==> config.mk <==
export PLATFORM = sky130hd
export DESIGN_NAME = pc_gen_flat
export DESIGN_NICKNAME = d
export VERILOG_FILES = /design/src/rtl/pc_pkg.sv /design/src/rtl/pc_gen_if.sv /design/src/rtl/pc_ras.sv /design/src/rtl/pc_gen.sv /design/src/flat_wrapper.sv
export SDC_FILE = /design/constraint.sdc
export NUM_CORES = 1
export LEC_CHECK = 0
export ABC_AREA = 1
export CELL_PAD_IN_SITES_DETAIL_PLACEMENT = 0
export CELL_PAD_IN_SITES_GLOBAL_PLACEMENT = 1
export CORE_MARGIN = 2
export CORE_UTILIZATION = 27
export CTS_CLUSTER_DIAMETER = 120
export DETAILED_ROUTE_END_ITERATION = 7
export HOLD_SLACK_MARGIN = 0.08
export MAX_ROUTING_LAYER = met4
export PLACE_DENSITY = 0.94
export SLEW_MARGIN = 20
export SYNTH_ARGS = -nofsm -noshare
export SYNTH_HDL_FRONTEND = slang
export SYNTH_HIERARCHICAL = 1
export SYNTH_SLANG_ARGS = --single-unit
==> constraint.sdc <==
create_clock -name clk -period 1.8 [get_ports clk]
set_input_delay 0.27 -clock clk [delete_from_list [all_inputs] [get_ports clk]]
set_output_delay 0.27 -clock clk [all_outputs]
set_load 0.1 [all_outputs]
==> src/rtl/pc_pkg.sv <==
// Shared definitions for the program-counter generator: default widths and FSM state type.
// Latency: none (package). Backpressure: none.
package pc_pkg;

    localparam int          XLEN_DEF      = 32;
    localparam int          INC_DEF       = 4;
    localparam logic [31:0] RESET_VEC_DEF = 32'h0000_0000;

    typedef enum logic {BOOT, RUN} pc_state_t;

    // Instruction fetch addresses must be word aligned.
    function automatic logic is_aligned(input logic [1:0] lsb);
        return lsb == 2'b00;
    endfunction

endpackage

==> src/rtl/pc_gen_if.sv <==
// Next-PC control inputs and fetch PC / RAS prediction outputs of pc_gen.
// Latency: none (wiring). Backpressure: stall is the only hold mechanism.
interface pc_gen_if import pc_pkg::*; #(parameter int XLEN = XLEN_DEF);

    logic            stall;
    logic            redirect_valid;
    logic [XLEN-1:0] redirect_pc;
    logic            trap_valid;
    logic [XLEN-1:0] trap_vec;
    logic            call_i;
    logic            ret_i;
    logic [XLEN-1:0] pc;
    logic [XLEN-1:0] pc_plus_inc;
    logic            pc_valid;
    logic            misalign;
    logic [XLEN-1:0] ras_pred_pc;
    logic            ras_valid;

    modport master (
        output stall, redirect_valid, redirect_pc, trap_valid, trap_vec, call_i, ret_i,
        input  pc, pc_plus_inc, pc_valid, misalign, ras_pred_pc, ras_valid
    );

    modport slave (
        input  stall, redirect_valid, redirect_pc, trap_valid, trap_vec, call_i, ret_i,
        output pc, pc_plus_inc, pc_valid, misalign, ras_pred_pc, ras_valid
    );

endinterface

==> src/rtl/pc_ras.sv <==
// Circular return-address stack: push/pop/replace/flush, oldest entry overwritten when full.
// Latency: 1 cycle from push/pop to updated top. Backpressure: none; pops on empty are dropped.
module pc_ras import pc_pkg::*; #(
    parameter int XLEN  = XLEN_DEF,
    parameter int DEPTH = 4
) (
    input  logic            clk,
    input  logic            rst,
    input  logic            flush,
    input  logic            push,
    input  logic            pop,
    input  logic            replace,
    input  logic [XLEN-1:0] push_dat,
    output logic [XLEN-1:0] top_dat,
    output logic            top_vld
);

    localparam int PTR_W = $clog2(DEPTH);

    logic [XLEN-1:0]  mem [DEPTH];
    logic [PTR_W-1:0] tp;
    logic [PTR_W:0]   cnt;
    logic             empty;
    logic             wr_en;
    logic [PTR_W-1:0] wr_idx;

    assign empty  = (cnt == '0);
    // A replace on an empty stack behaves like a push.
    assign wr_en  = push | replace;
    assign wr_idx = (push || empty) ? tp + 1'b1 : tp;

    always_ff @(posedge clk or negedge rst) begin
        if (!rst) begin
            tp  <= '0;
            cnt <= '0;
        end else if (flush) begin
            cnt <= '0;
        end else if (push) begin
            tp  <= tp + 1'b1;
            if (cnt != (PTR_W+1)'(DEPTH))
                cnt <= cnt + 1'b1;
        end else if (replace) begin
            if (empty) begin
                tp  <= tp + 1'b1;
                cnt <= (PTR_W+1)'(1);
            end
        end else if (pop && !empty) begin
            tp  <= tp - 1'b1;
            cnt <= cnt - 1'b1;
        end
    end

    always_ff @(posedge clk) begin
        if (wr_en && !flush)
            mem[wr_idx] <= push_dat;
    end

    assign top_dat = empty ? '0 : mem[tp];
    assign top_vld = !empty;

endmodule

==> src/rtl/pc_gen.sv <==
// Fetch PC register with trap > redirect > stall > increment priority and optional RAS (PC_RAS_EN).
// Latency: 1 cycle from control inputs to pc. Backpressure: stall holds pc unless trap/redirect.
module pc_gen import pc_pkg::*; #(
    parameter int              XLEN      = XLEN_DEF,
    parameter logic [XLEN-1:0] RESET_VEC = XLEN'(RESET_VEC_DEF),
    parameter int              INC       = INC_DEF,
    parameter int              RAS_DEPTH = 4
) (
    input  logic    clk,
    input  logic    rst,
    pc_gen_if.slave bus
);

    pc_state_t       state;
    logic [XLEN-1:0] pc_q;
    logic            pc_valid_q;
    logic            misalign_q;
    logic            redir_ok;
    logic            redir_bad;
    logic [XLEN-1:0] pc_plus_inc;

    assign redir_ok    = bus.redirect_valid &&  is_aligned(bus.redirect_pc[1:0]);
    assign redir_bad   = bus.redirect_valid && !is_aligned(bus.redirect_pc[1:0]);
    assign pc_plus_inc = pc_q + XLEN'(INC);

    always_ff @(posedge clk or negedge rst) begin
        if (!rst) begin
            state      <= BOOT;
            pc_q       <= RESET_VEC;
            pc_valid_q <= 1'b0;
            misalign_q <= 1'b0;
        end else begin
            case (state)
                BOOT: begin
                    state      <= RUN;
                    pc_valid_q <= 1'b1;
                    misalign_q <= 1'b0;
                end
                RUN: begin
                    misalign_q <= 1'b0;
                    if (bus.trap_valid)
                        pc_q <= bus.trap_vec & ~XLEN'(3);
                    else if (redir_ok)
                        pc_q <= bus.redirect_pc;
                    else if (redir_bad)
                        misalign_q <= 1'b1;
                    else if (!bus.stall)
                        pc_q <= pc_plus_inc;
                end
                default: state <= BOOT;
            endcase
        end
    end

    assign bus.pc          = pc_q;
    assign bus.pc_plus_inc = pc_plus_inc;
    assign bus.pc_valid    = pc_valid_q;
    assign bus.misalign    = misalign_q;

`ifdef PC_RAS_EN
    logic ras_upd;
    logic ras_flush;

    // Stalled cycles and rejected redirects never retire the call/return.
    assign ras_upd   = (state == RUN) && !bus.stall && !bus.trap_valid && !redir_bad;
    assign ras_flush = (state == RUN) && bus.trap_valid;

    pc_ras #(
        .XLEN  (XLEN),
        .DEPTH (RAS_DEPTH)
    ) u_ras (
        .clk      (clk),
        .rst      (rst),
        .flush    (ras_flush),
        .push     (ras_upd &&  bus.call_i && !bus.ret_i),
        .pop      (ras_upd && !bus.call_i &&  bus.ret_i),
        .replace  (ras_upd &&  bus.call_i &&  bus.ret_i),
        .push_dat (pc_plus_inc),
        .top_dat  (bus.ras_pred_pc),
        .top_vld  (bus.ras_valid)
    );
`else
    logic unused_ras;
    assign unused_ras      = ^{bus.call_i, bus.ret_i, RAS_DEPTH[0]};
    assign bus.ras_pred_pc = '0;
    assign bus.ras_valid   = 1'b0;
`endif

endmodule
==> src/flat_wrapper.sv <==
// flat-port wrapper written by rule: the top's interface ports become plain ports
module pc_gen_flat import pc_pkg::*;
#(
    parameter int              XLEN      = XLEN_DEF,
    parameter logic [XLEN-1:0] RESET_VEC = XLEN'(RESET_VEC_DEF),
    parameter int              INC       = INC_DEF,
    parameter int              RAS_DEPTH = 4
)
  (clk, rst, bus_stall, bus_redirect_valid, bus_redirect_pc, bus_trap_valid, bus_trap_vec, bus_call_i, bus_ret_i, bus_pc, bus_pc_plus_inc, bus_pc_valid, bus_misalign, bus_ras_pred_pc, bus_ras_valid);
  pc_gen_if #(.XLEN(XLEN)) bus_i ();
  input  logic clk;
  input  logic rst;
  input wire logic [$bits(bus_i.stall)-1:0] bus_stall;
  input wire logic [$bits(bus_i.redirect_valid)-1:0] bus_redirect_valid;
  input wire logic [$bits(bus_i.redirect_pc)-1:0] bus_redirect_pc;
  input wire logic [$bits(bus_i.trap_valid)-1:0] bus_trap_valid;
  input wire logic [$bits(bus_i.trap_vec)-1:0] bus_trap_vec;
  input wire logic [$bits(bus_i.call_i)-1:0] bus_call_i;
  input wire logic [$bits(bus_i.ret_i)-1:0] bus_ret_i;
  output wire logic [$bits(bus_i.pc)-1:0] bus_pc;
  output wire logic [$bits(bus_i.pc_plus_inc)-1:0] bus_pc_plus_inc;
  output wire logic [$bits(bus_i.pc_valid)-1:0] bus_pc_valid;
  output wire logic [$bits(bus_i.misalign)-1:0] bus_misalign;
  output wire logic [$bits(bus_i.ras_pred_pc)-1:0] bus_ras_pred_pc;
  output wire logic [$bits(bus_i.ras_valid)-1:0] bus_ras_valid;
  assign bus_i.stall = bus_stall;
  assign bus_i.redirect_valid = bus_redirect_valid;
  assign bus_i.redirect_pc = bus_redirect_pc;
  assign bus_i.trap_valid = bus_trap_valid;
  assign bus_i.trap_vec = bus_trap_vec;
  assign bus_i.call_i = bus_call_i;
  assign bus_i.ret_i = bus_ret_i;
  assign bus_pc = bus_i.pc;
  assign bus_pc_plus_inc = bus_i.pc_plus_inc;
  assign bus_pc_valid = bus_i.pc_valid;
  assign bus_misalign = bus_i.misalign;
  assign bus_ras_pred_pc = bus_i.ras_pred_pc;
  assign bus_ras_valid = bus_i.ras_valid;
  pc_gen #(.XLEN(XLEN), .RESET_VEC(RESET_VEC), .INC(INC), .RAS_DEPTH(RAS_DEPTH)) u_core (.clk(clk), .rst(rst), .bus(bus_i));
endmodule
* After elaboration in Yosys (flattened, before gate mapping) *
Index checks and enable logic that the tools add are counted.

word-level totals
  bits in registers = 35
  input bits = 71
  word-level logic and storage cells = 21

cells by class
  bitwise operators = 1
  reductions and logical operators = 5
  multiplexer cells = 8
  eq/ne operators = 2
  add/subtract/negate cells = 1

operators with widths
  operator                                        number
  two-way mux 32 bit                              4
  adder 32 x 3 -> 32 bit (second input constant)  1
  two-way mux 1 bit                               3
  != test 3 x 1 -> 1 bit (second input constant)  1
  != test 3 x 2 -> 1 bit (second input constant)  1
  AND reduction 3 bit                             1
  logical AND 1 bit                               2
  zero test 2 bit                                 1
  case mux 1 bit (2 select lines)                 1
  zero test 1 bit                                 1
  inverter 1 bit                                  1

* Depth between registers and ports, before layout *
Gate-level depths: netlist of run 1.

  depth in word-level cells = 7
  gate-level depth with buffers = 10
  depth with buffers taken out = 10

* Worst setup path after synthesis of run 1 *
Ideal clock, no wire load.

  kind = flip-flop to flip-flop
  start = register u_core.pc_q[2], in the netlist u_core/bus.pc[2]
  end = register u_core.pc_q[9], in the netlist u_core/bus.pc[9]
  library setup time = 0.077 ns
  buffers on the path = 0
  setup slack = -2.148 ns
  clock period less this slack = 3.948 ns
  cell stages (with the launch flop) = 9
  data arrival time = 3.870 ns
  cell sequence = dfrtp_1 clkinv_2 nor2_8 nand2_8 xor2_1 nand2_1 nand3_1 nand2_1 o21ai_1

between the ends
  longest elaborated chain between the ends = 5

ends and longest elaborated chain
  what                      line                text
  start: declaration        pc_gen.sv:15        logic [XLEN-1:0] pc_q;
  start signal: assignment  pc_gen.sv:42        pc_q <= bus.trap_vec & ~XLEN'(3);
  start signal: assignment  pc_gen.sv:44        pc_q <= bus.redirect_pc;
  start signal: assignment  pc_gen.sv:48        pc_q <= pc_plus_inc;
  adder 32 x 3 -> 32 bit    pc_gen.sv:24        assign pc_plus_inc = pc_q + XLEN'(INC);
  via bus_pc_plus_inc[9]    flat_wrapper.sv:21  output wire logic [$bits(bus_i.pc_plus_inc)-1:0] bus_pc_plus_inc;
  two-way mux 32 bit        pc_gen.sv:47        else if (!bus.stall)
  two-way mux 32 bit        pc_gen.sv:45        else if (redir_bad)
  two-way mux 32 bit        pc_gen.sv:43        else if (redir_ok)
  two-way mux 32 bit        pc_gen.sv:41        if (bus.trap_valid)

The timed path passes the listed nets, and every way through them passes these cells. The select of a mux whose other input is x is not followed.
A chain may end at the register's enable or synchronous reset.

* Worst setup path in the final report of run 1 *
  start = register u_core.pc_q[2], in the netlist u_core/bus.pc[2]
  end = output bus_pc_plus_inc[23]

between the ends
  longest elaborated chain between the ends = 1

ends and longest elaborated chain
  what                    line
  adder 32 x 3 -> 32 bit  pc_gen.sv:24
  end: declaration        flat_wrapper.sv:21

No other way between the ends.

==> impl_results.md, run 1 <==
- Ys flop type: dfrtp_1
- Die Wd: 113.2 µm
- Clock Tree Root: clkbuf_16
- Average cell area after synthesis: 6.543 µm²
- Unrepaired setup endpoints after global routing: true
- Synthesized flop and latch total: 35
- Nets: 769
- Layout area overhead: 120.6%
- Async SR Flop Fraction: 100.0%
- Setup_tns: -6.952 ns
- Initial antenna violation count: 0
- CTS Buf Count: 5
- Skew-Pair Late Insertion Delay: 0.28 ns
- Seq/Total Area, Yosys: 27.21%
- Top-count cell post-synth: nand2_1
- Worst path cell trace: buf_12 > clkinv_8 > nor2_8 > buf_12 > nand2_8 > nor2_8 > nand2_2 > nand2_4 > nand2_8 > buf_12
- Share of the synthesized area in the top cell type: 27.21%
- Clk slew on worst S/H paths: 0.06 ns
- GRT Overall Usage: 20.65%
- Crit path largest cell delay: 0.44 ns
- First-pass GRT wire length: 20730 µm
- Post-DP HPWL: 9789 µm
- Crit Path Max Fanout: 5
- Max VDD drop: 0.5721 mV
- Starting Density: 27.96%
- Max Cap Viol: 0
- Final Max Slew Viols: 0
- Tightest Hold Check Type: reg2reg
- H-tree levels: 2
- R2R cell count: 10
- Worst Setup Start Kind: register
- Endpoints failing hold: 0
- Instance count on the critical path: 10
- Hold Path Sink: u_core/bus.pc_valid$_DFFE_PN0N_
- Max frequency: 472.8 MHz
- GR Overflow Total: 0
- PwrDens: 1035 nW/µm²
- Hold path cells: 2
- RR Endpoint: u_core/bus.pc[19]$_DFFE_PN0P_
- Kind of critical path: reg2out
- Port bufs: 132
- Synth top cells by count: nand2_1 (125), nor2_1 (53), inv_1 (52), buf_4 (39), dfrtp_1 (35)
- Failing checks: design-rule violations, negative setup slack
- Share of cells above drive strength 1: 46.28%
- Cell variety after synth: 37
- Mapped Cells: 492
- Layout Cells excl Fill: 841
- Final setup fails: 27
- Post-synth EDFFs: 0
- Pwr Total: 7.350 mW
- Core Area: 11520 µm²
- Die area: 12810 µm²
- First drt pass iteration count: 7
- PnR worst setup slack: -0.3149 ns
- Top delay family on crit path: simple AND/OR/NAND/NOR gates
- # fillers: 934
- ANT cells: 0
- R2r setup slk: 0.03 ns
- Drt total wl: 12810 µm
- Routed Antenna Nets: 0
- Mapped cell area: 3219 µm²
- Top post-synthesis cells by area: dfrtp_1 (27%), nand2_1 (15%), buf_4 (9.1%)
- Die Span Y: 113.2 µm
- Drt wl/cell: 15.23 µm
- Row cnt: 39
- Slowest-stage cell, CP: dfrtp_4
- Gpl congestion: 0.8340
- Fin Clk Skew: 0.006843 ns
- Starting DRT DRC Count: 193
- Number of global-route vias before repair: 4161
- IO Pins: 170
- Drt drc: 9
- Clk buf depth: 2
- Buf/Inv on CP: 4
- CTS sink cnt: 35
- Fin crit share: 117.5%
- Synth warnings: 6
- Via density: 4.609
- CP required: 1.53 ns
- Hold Crit Start: u_core/bus.pc_valid$_DFFE_PN0N_
- CP dominant cell by count: buf_12
- CTS tree: done
- Worst R2R Start: u_core/bus.pc[2]$_DFFE_PN0P_
- Final min period: 2.115 ns
- Worst slew margin: 66.47%
- Via count: 3876
- Leak pwr: 3.275 nW
- Largest net degree at the start of global routing: 39
- Outcome: finished, violations left
- Critical path arrival: 1.84 ns
- Worst-Margin Slew: 0.5029 ns
- Yosys top cell by area: dfrtp_1
- DP Cell Count: 810
- Crit. End Element: primary output
[metal layers]
metal  vias up  track usage (%)  part of all wire (%)
li1       1906                -                     -
met1      1821            24.62                    39
met2       134            36.29                    53
met3        15            3.856                   6.4
met4         0            4.553                   1.4
met5         -                -                     0
[worst min-delay path: stages (launching register included)]
cell and delay [ns]:
dfrtp_1 0.35, inv_1 0.04, nand2_1 0.05
[through the flow]
stage	setup WS, ns	instance area (µm²)	hold slack (ns)	util [%]
floorplan	-0.4438	4218	-0.02559	-
global placement	-0.03629	6500	0.2598	56.44
detailed placement	-0.07729	6500	0.2663	56.44
CTS	-0.3411	6918	0.4873	60.07
global route	-0.4034	7101	0.5334	61.66
finish	-0.3149	7101	0.4808	61.66
[final cells by class]
cell class,count,area (µm²),area share [%]
tap,143,178.9,2.520
timing repair buffer,219,2753,38.77
inverter,56,229.0,3.225
sequential,35,937.1,13.20
multi-input combinational,380,2846,40.09
clock buffer,8,156.4,2.203
[power breakdown]
part / leakage (nW) / switching (mW) / internal, mW
Combinational: 2.82 / 3.41 / 1.87
Clock: 0.0772 / 0.353 / 0.591
Sequential: 0.375 / 0.179 / 0.951
[worst max path at each step]
stage                                 start                       endpoint  slack (ns)
6_report       u_core/bus.pc[2]$_DFFE_PN0P_            bus_pc_plus_inc[23]       -0.31
5_1_grt        u_core/bus.pc[2]$_DFFE_PN0P_            bus_pc_plus_inc[23]       -0.40
4_1_cts        u_core/bus.pc[2]$_DFFE_PN0P_            bus_pc_plus_inc[18]       -0.34
3_5_place_dp   u_core/bus.pc[2]$_DFFE_PN0P_            bus_pc_plus_inc[18]       -0.08
3_3_place_gp   u_core/bus.pc[2]$_DFFE_PN0P_            bus_pc_plus_inc[18]       -0.04
2_1_floorplan  u_core/bus.pc[2]$_DFFE_PN0P_  u_core/bus.pc[12]$_DFFE_PN0P_       -0.44
[placed cells by master, fill, tap and decap left out, drive strengths merged, types with 7 or more instances in the layout]
cell type	instances
a22oi	8
conb	34
dfrtp	35
xor2	7
nand3	37
buf	153
nand2	134
nor2	64
a21oi	40
o21ai	39
inv	53
clkdlybuf4s50	65
clkbuf	8
[state kept, by name, summed over array words and instances, names as in the netlist]
name,count
u_core/bus.pc,32
u_core/bus.misalign,1
u_core/bus.pc_valid,1
u_core/state,1
[cells by family (layout without fill, tap and decap cells)]
group	count (synthesis)	count (layout)	synth area share [%]
adders and majority gates	1	1	0.3886
and+or+nand+nor	240	240	34.43
buffers and inverters	109	283	18.31
AOI/OAI and AO/OA	97	97	17.26
other	2	34	0.2333
DFF	35	35	27.21
xor gates and xnor gates	8	8	2.177
[what timing repair did]
| item | CTS | global route |
|---|---|---|
| hold endpoints to repair | 17 | 0 |
| buffers inserted | 17 | 15 |
| endpoints found under the setup margin | 28 | 37 |
| gates resized for setup | 28 | 35 |
| cloned | 0 | 0 |
| hold buffers | 1 | 0 |
| pin swaps | 23 | 30 |
Note: power is estimated with default switching activity, not from simulation.
==> run 2: changes to the inputs <==
--- a/config.mk
+++ b/config.mk
@@ -14,7 +14,7 @@
 export DETAILED_ROUTE_END_ITERATION = 7
 export HOLD_SLACK_MARGIN = 0.08
 export MAX_ROUTING_LAYER = met4
-export PLACE_DENSITY = 0.94
+export PLACE_DENSITY_LB_ADDON = 0.25
 export SLEW_MARGIN = 20
 export SYNTH_ARGS = -nofsm -noshare
 export SYNTH_HDL_FRONTEND = slang
==> run 2 against run 1 <==
- the flow still finishes with violations (design-rule violations, negative setup slack)
- largest cell class unchanged
- critical path depth shrank 1
- via count shrank 0.72%
- flip-flop and latch count is the same
- clock power shrank 1%
- global-route usage shrank 1.0 points
- register-to-register slack lost 0.06 ns
- final cell count shrank 0.12%
- largest power group unchanged
- clock skew shrank 0.0023 ns
- first-iteration DRC count shrank 19%
==> impl_results.md, run 2 (same netlist as run 1, synthesis figures left out) <==
- Outcome: finished, violations left
- CTS Buf Count: 5 (unchanged)
- Kind of critical path: reg2out
- CTS tree: done
- Fin Clk Skew: 0.004527 ns (-0.002315 ns)
- Nets: 768 (-0.13%)
- Crit. End Element: primary output
- Crit path largest cell delay: 0.44 ns (about the same)
- Starting Density: 27.96% (unchanged)
- Die area: 12810 µm² (unchanged)
- Sequential Power Share: 15.6% (+0.2 points)
- Largest net degree at the start of global routing: 38 (-2.6%)
- # fillers: 998 (+6.9%)
- H-tree levels: 2 (unchanged)
- Initial antenna violation count: 0 (unchanged)
- DP Cell Count: 809 (-0.12%)
- IO Pins: 170 (unchanged)
- Layout area overhead: 119.0%
- RR Endpoint: u_core/bus.pc[28]$_DFFE_PN0P_
- Final hold slack: 0.4105 ns (-0.07027 ns)
- Final min period: 2.100 ns (-0.01462 ns)
- Worst Setup Start Kind: register
- R2r setup slk: -0.03 ns (-0.06 ns)
- Via count: 3848 (-0.72%)
- Drt total wl: 12280 µm (-4.1%)
- Final Max Slew Viols: 0 (unchanged)
- Endpoints failing hold: 0 (unchanged)
- R2R cell count: 13 (+3)
- Crit Path Max Fanout: 5 (unchanged)
- Final core utilization: 61.23% (-0.42 points)
- Number of global-route vias before repair: 3937 (-5.4%)
- CTS sink cnt: 35 (unchanged)
- Port bufs: 132 (unchanged)
- Skew-Pair Late Insertion Delay: 0.28 ns (about the same)
- ANT cells: 0 (unchanged)
- Commonest cells after routing, fill and taps aside: nand2_1 (72), buf_4 (69), buf_12 (67), clkdlybuf4s50_1 (65), inv_1 (52)
- Gpl congestion: 0.8620 (+3.4%)
- First drt pass iteration count: 6 (-1)
- Worst R2R Start: u_core/bus.pc[3]$_DFFE_PN0P_
- Tightest Hold Check Type: in2async
- Unrepaired setup endpoints after global routing: true
- Die Span Y: 113.2 µm (unchanged)
- Switching Share: 53.40% (-0.17 points)
- Layout Cells excl Fill: 840 (-0.12%)
- Critical path arrival: 1.83 ns (about the same)
- Instance count on the critical path: 9 (-1)
- Leak pwr: 3.256 nW (-0.57%)
- Clock Tree Root: clkbuf_16
- Commonest non-fill, non-tap cell in the layout: nand2_1
- Final setup fails: 28 (+3.7%)
- Top delay family on crit path: simple AND/OR/NAND/NOR gates
- Post-DP HPWL: 9656 µm (-1.4%)
- Clk slew on worst S/H paths: 0.06 ns (about the same)
- DP Worst Slack: -0.02222 ns (+0.05506 ns)
- Slowest-stage cell, CP: dfrtp_4
- Seq. cell area: 937.1 µm² (unchanged)
- GRT Overall Usage: 19.65% (-1.0 points)
- First-pass GRT wire length: 19580 µm (-5.5%)
- Clock network fraction of design power: 12.7% (about the same)
- Multi-input combinational cell area: 2856 µm² (+0.35%)
- Cell internal pwr: 3.421 mW (+0.24%)
- Max Cap Viol: 0 (unchanged)
- Via density: 4.581 (-0.60%)
- Routed Antenna Nets: 0 (unchanged)
- PnR worst setup slack: -0.3003 ns (+0.01462 ns)
- Max VDD drop: 0.5872 mV (+2.6%)
- Fin crit share: 116.7% (-0.81 points)
- PwrDens: 1041 nW/µm² (+0.56%)
- Share of cells above drive strength 1: 46.34% (+0.066 points)
- Sw Pwr: 3.920 mW (-0.45%)
- Row cnt: 39 (unchanged)
- Core Area: 11520 µm² (unchanged)
- GR Overflow Total: 0 (unchanged)
- Comb power frac: 71.8% (about the same)
- Starting DRT DRC Count: 157 (-19%)
- Drt drc: 10 (+1)
- Drt wl/cell: 14.62 µm (-4.0%)
- Worst path cell trace: ha_4 > nand2_4 > nor2_4 > nand2_4 > nor2_4 > nand2_1 > nand2_2 > nand2_8 > buf_12
- Failing checks: design-rule violations, negative setup slack
- Die Wd: 113.2 µm (unchanged)
- Setup_tns: -6.347 ns (+0.6059 ns)
- CP required: 1.53 ns (about the same)
- Number of flip-flops in the largest register: 32 (unchanged)
- Max frequency: 476.1 MHz (+0.70%)
- Clk buf depth: 2 (unchanged)
- Buf/Inv on CP: 1 (-3)
-- run 2: cell types whose count changed in the layout (fill, tap and decap cells not counted), moves of 2 or more --
cell	previous run	this run
nor2_4	9	11
nor2_1	46	44
buf_4	61	69
a21oi_1	31	33
buf_12	69	67
buf_6	22	15
a21oi_2	9	7
-- run 2: worst max path at each step --
stage / startpoint / endpoint / slack [ns]
6_report: u_core/bus.pc[3]$_DFFE_PN0P_ / bus_pc_plus_inc[22] / -0.30
5_1_grt: u_core/bus.pc[3]$_DFFE_PN0P_ / bus_pc_plus_inc[22] / -0.38
4_1_cts: u_core/bus.pc[3]$_DFFE_PN0P_ / bus_pc_plus_inc[22] / -0.32
3_5_place_dp: bus_redirect_pc[0] / u_core/bus.pc[15]$_DFFE_PN0P_ / -0.02
3_3_place_gp: bus_redirect_pc[0] / u_core/bus.pc[15]$_DFFE_PN0P_ / 0.006
2_1_floorplan: u_core/bus.pc[2]$_DFFE_PN0P_ / u_core/bus.pc[12]$_DFFE_PN0P_ / -0.44
-- run 2: area by class of cell --
cell class	count	share of cell area, %
tap	143	2.537
multi-input combinational	380	40.51
inverter	56	3.247
timing repair buffer	218	38.20
clock buffer	8	2.218
sequential	35	13.29
-- run 2: power groups by stage --
stage / clock (mW) / combinational (mW) / sequential (mW)
global placement: 0 / 5.07 / 1.14
floorplan: 0 / 2.42 / 2.05
finish: 0.931 / 5.27 / 1.14
CTS: 0.959 / 5.20 / 1.14
global route: 0.987 / 5.46 / 1.16
detailed placement: 0 / 5.11 / 1.15
-- run 2: stage by stage --
step	area, µm²	power (mW)
after CTS	6857	7.299
after global placement	6480	6.216
after floorplan	4218	4.469
after detailed placement	6480	6.255
final	7052	7.341
after global routing	7052	7.613
-- run 2: what timing repair did --
action,CTS,global route
gates resized for setup,29,27
endpoints found under the setup margin,27,33
hold buffers,1,0
pin swaps,20,29
setup buffers,14,9
hold endpoints to repair,10,0
gates cloned,0,0
-- run 2: routing by layer --
layer | track usage, % | up-vias | routed length (µm)
li1 | - | 1903 | -
met4 | 4.065 | 0 | 121
met3 | 2.625 | 9 | 663
met2 | 34.97 | 116 | 6501
met5 | - | - | 0
met1 | 23.80 | 1820 | 4991
-- run 2: worst reg2reg max path: stages, from the launching register on --
cell      delay [ns]
dfrtp_4         0.50
ha_4            0.20
buf_12          0.12
nand3_4         0.08
nor2_4          0.06
nand2_4         0.10
clkinv_4        0.08
nand2_4         0.06
nand2_4         0.06
buf_4           0.14
buf_4           0.12
nand3_1         0.05
nand2_1         0.06
a21oi_2         0.12
==> run 3: changes to the inputs <==
--- a/config.mk
+++ b/config.mk
@@ -11,6 +11,7 @@
 export CORE_MARGIN = 2
 export CORE_UTILIZATION = 27
 export CTS_CLUSTER_DIAMETER = 120
+export CTS_CLUSTER_SIZE = 25
 export DETAILED_ROUTE_END_ITERATION = 7
 export HOLD_SLACK_MARGIN = 0.08
 export MAX_ROUTING_LAYER = met4
==> results of run 3 <==
Final layout, timing and power as in run 2 (identical DEF).
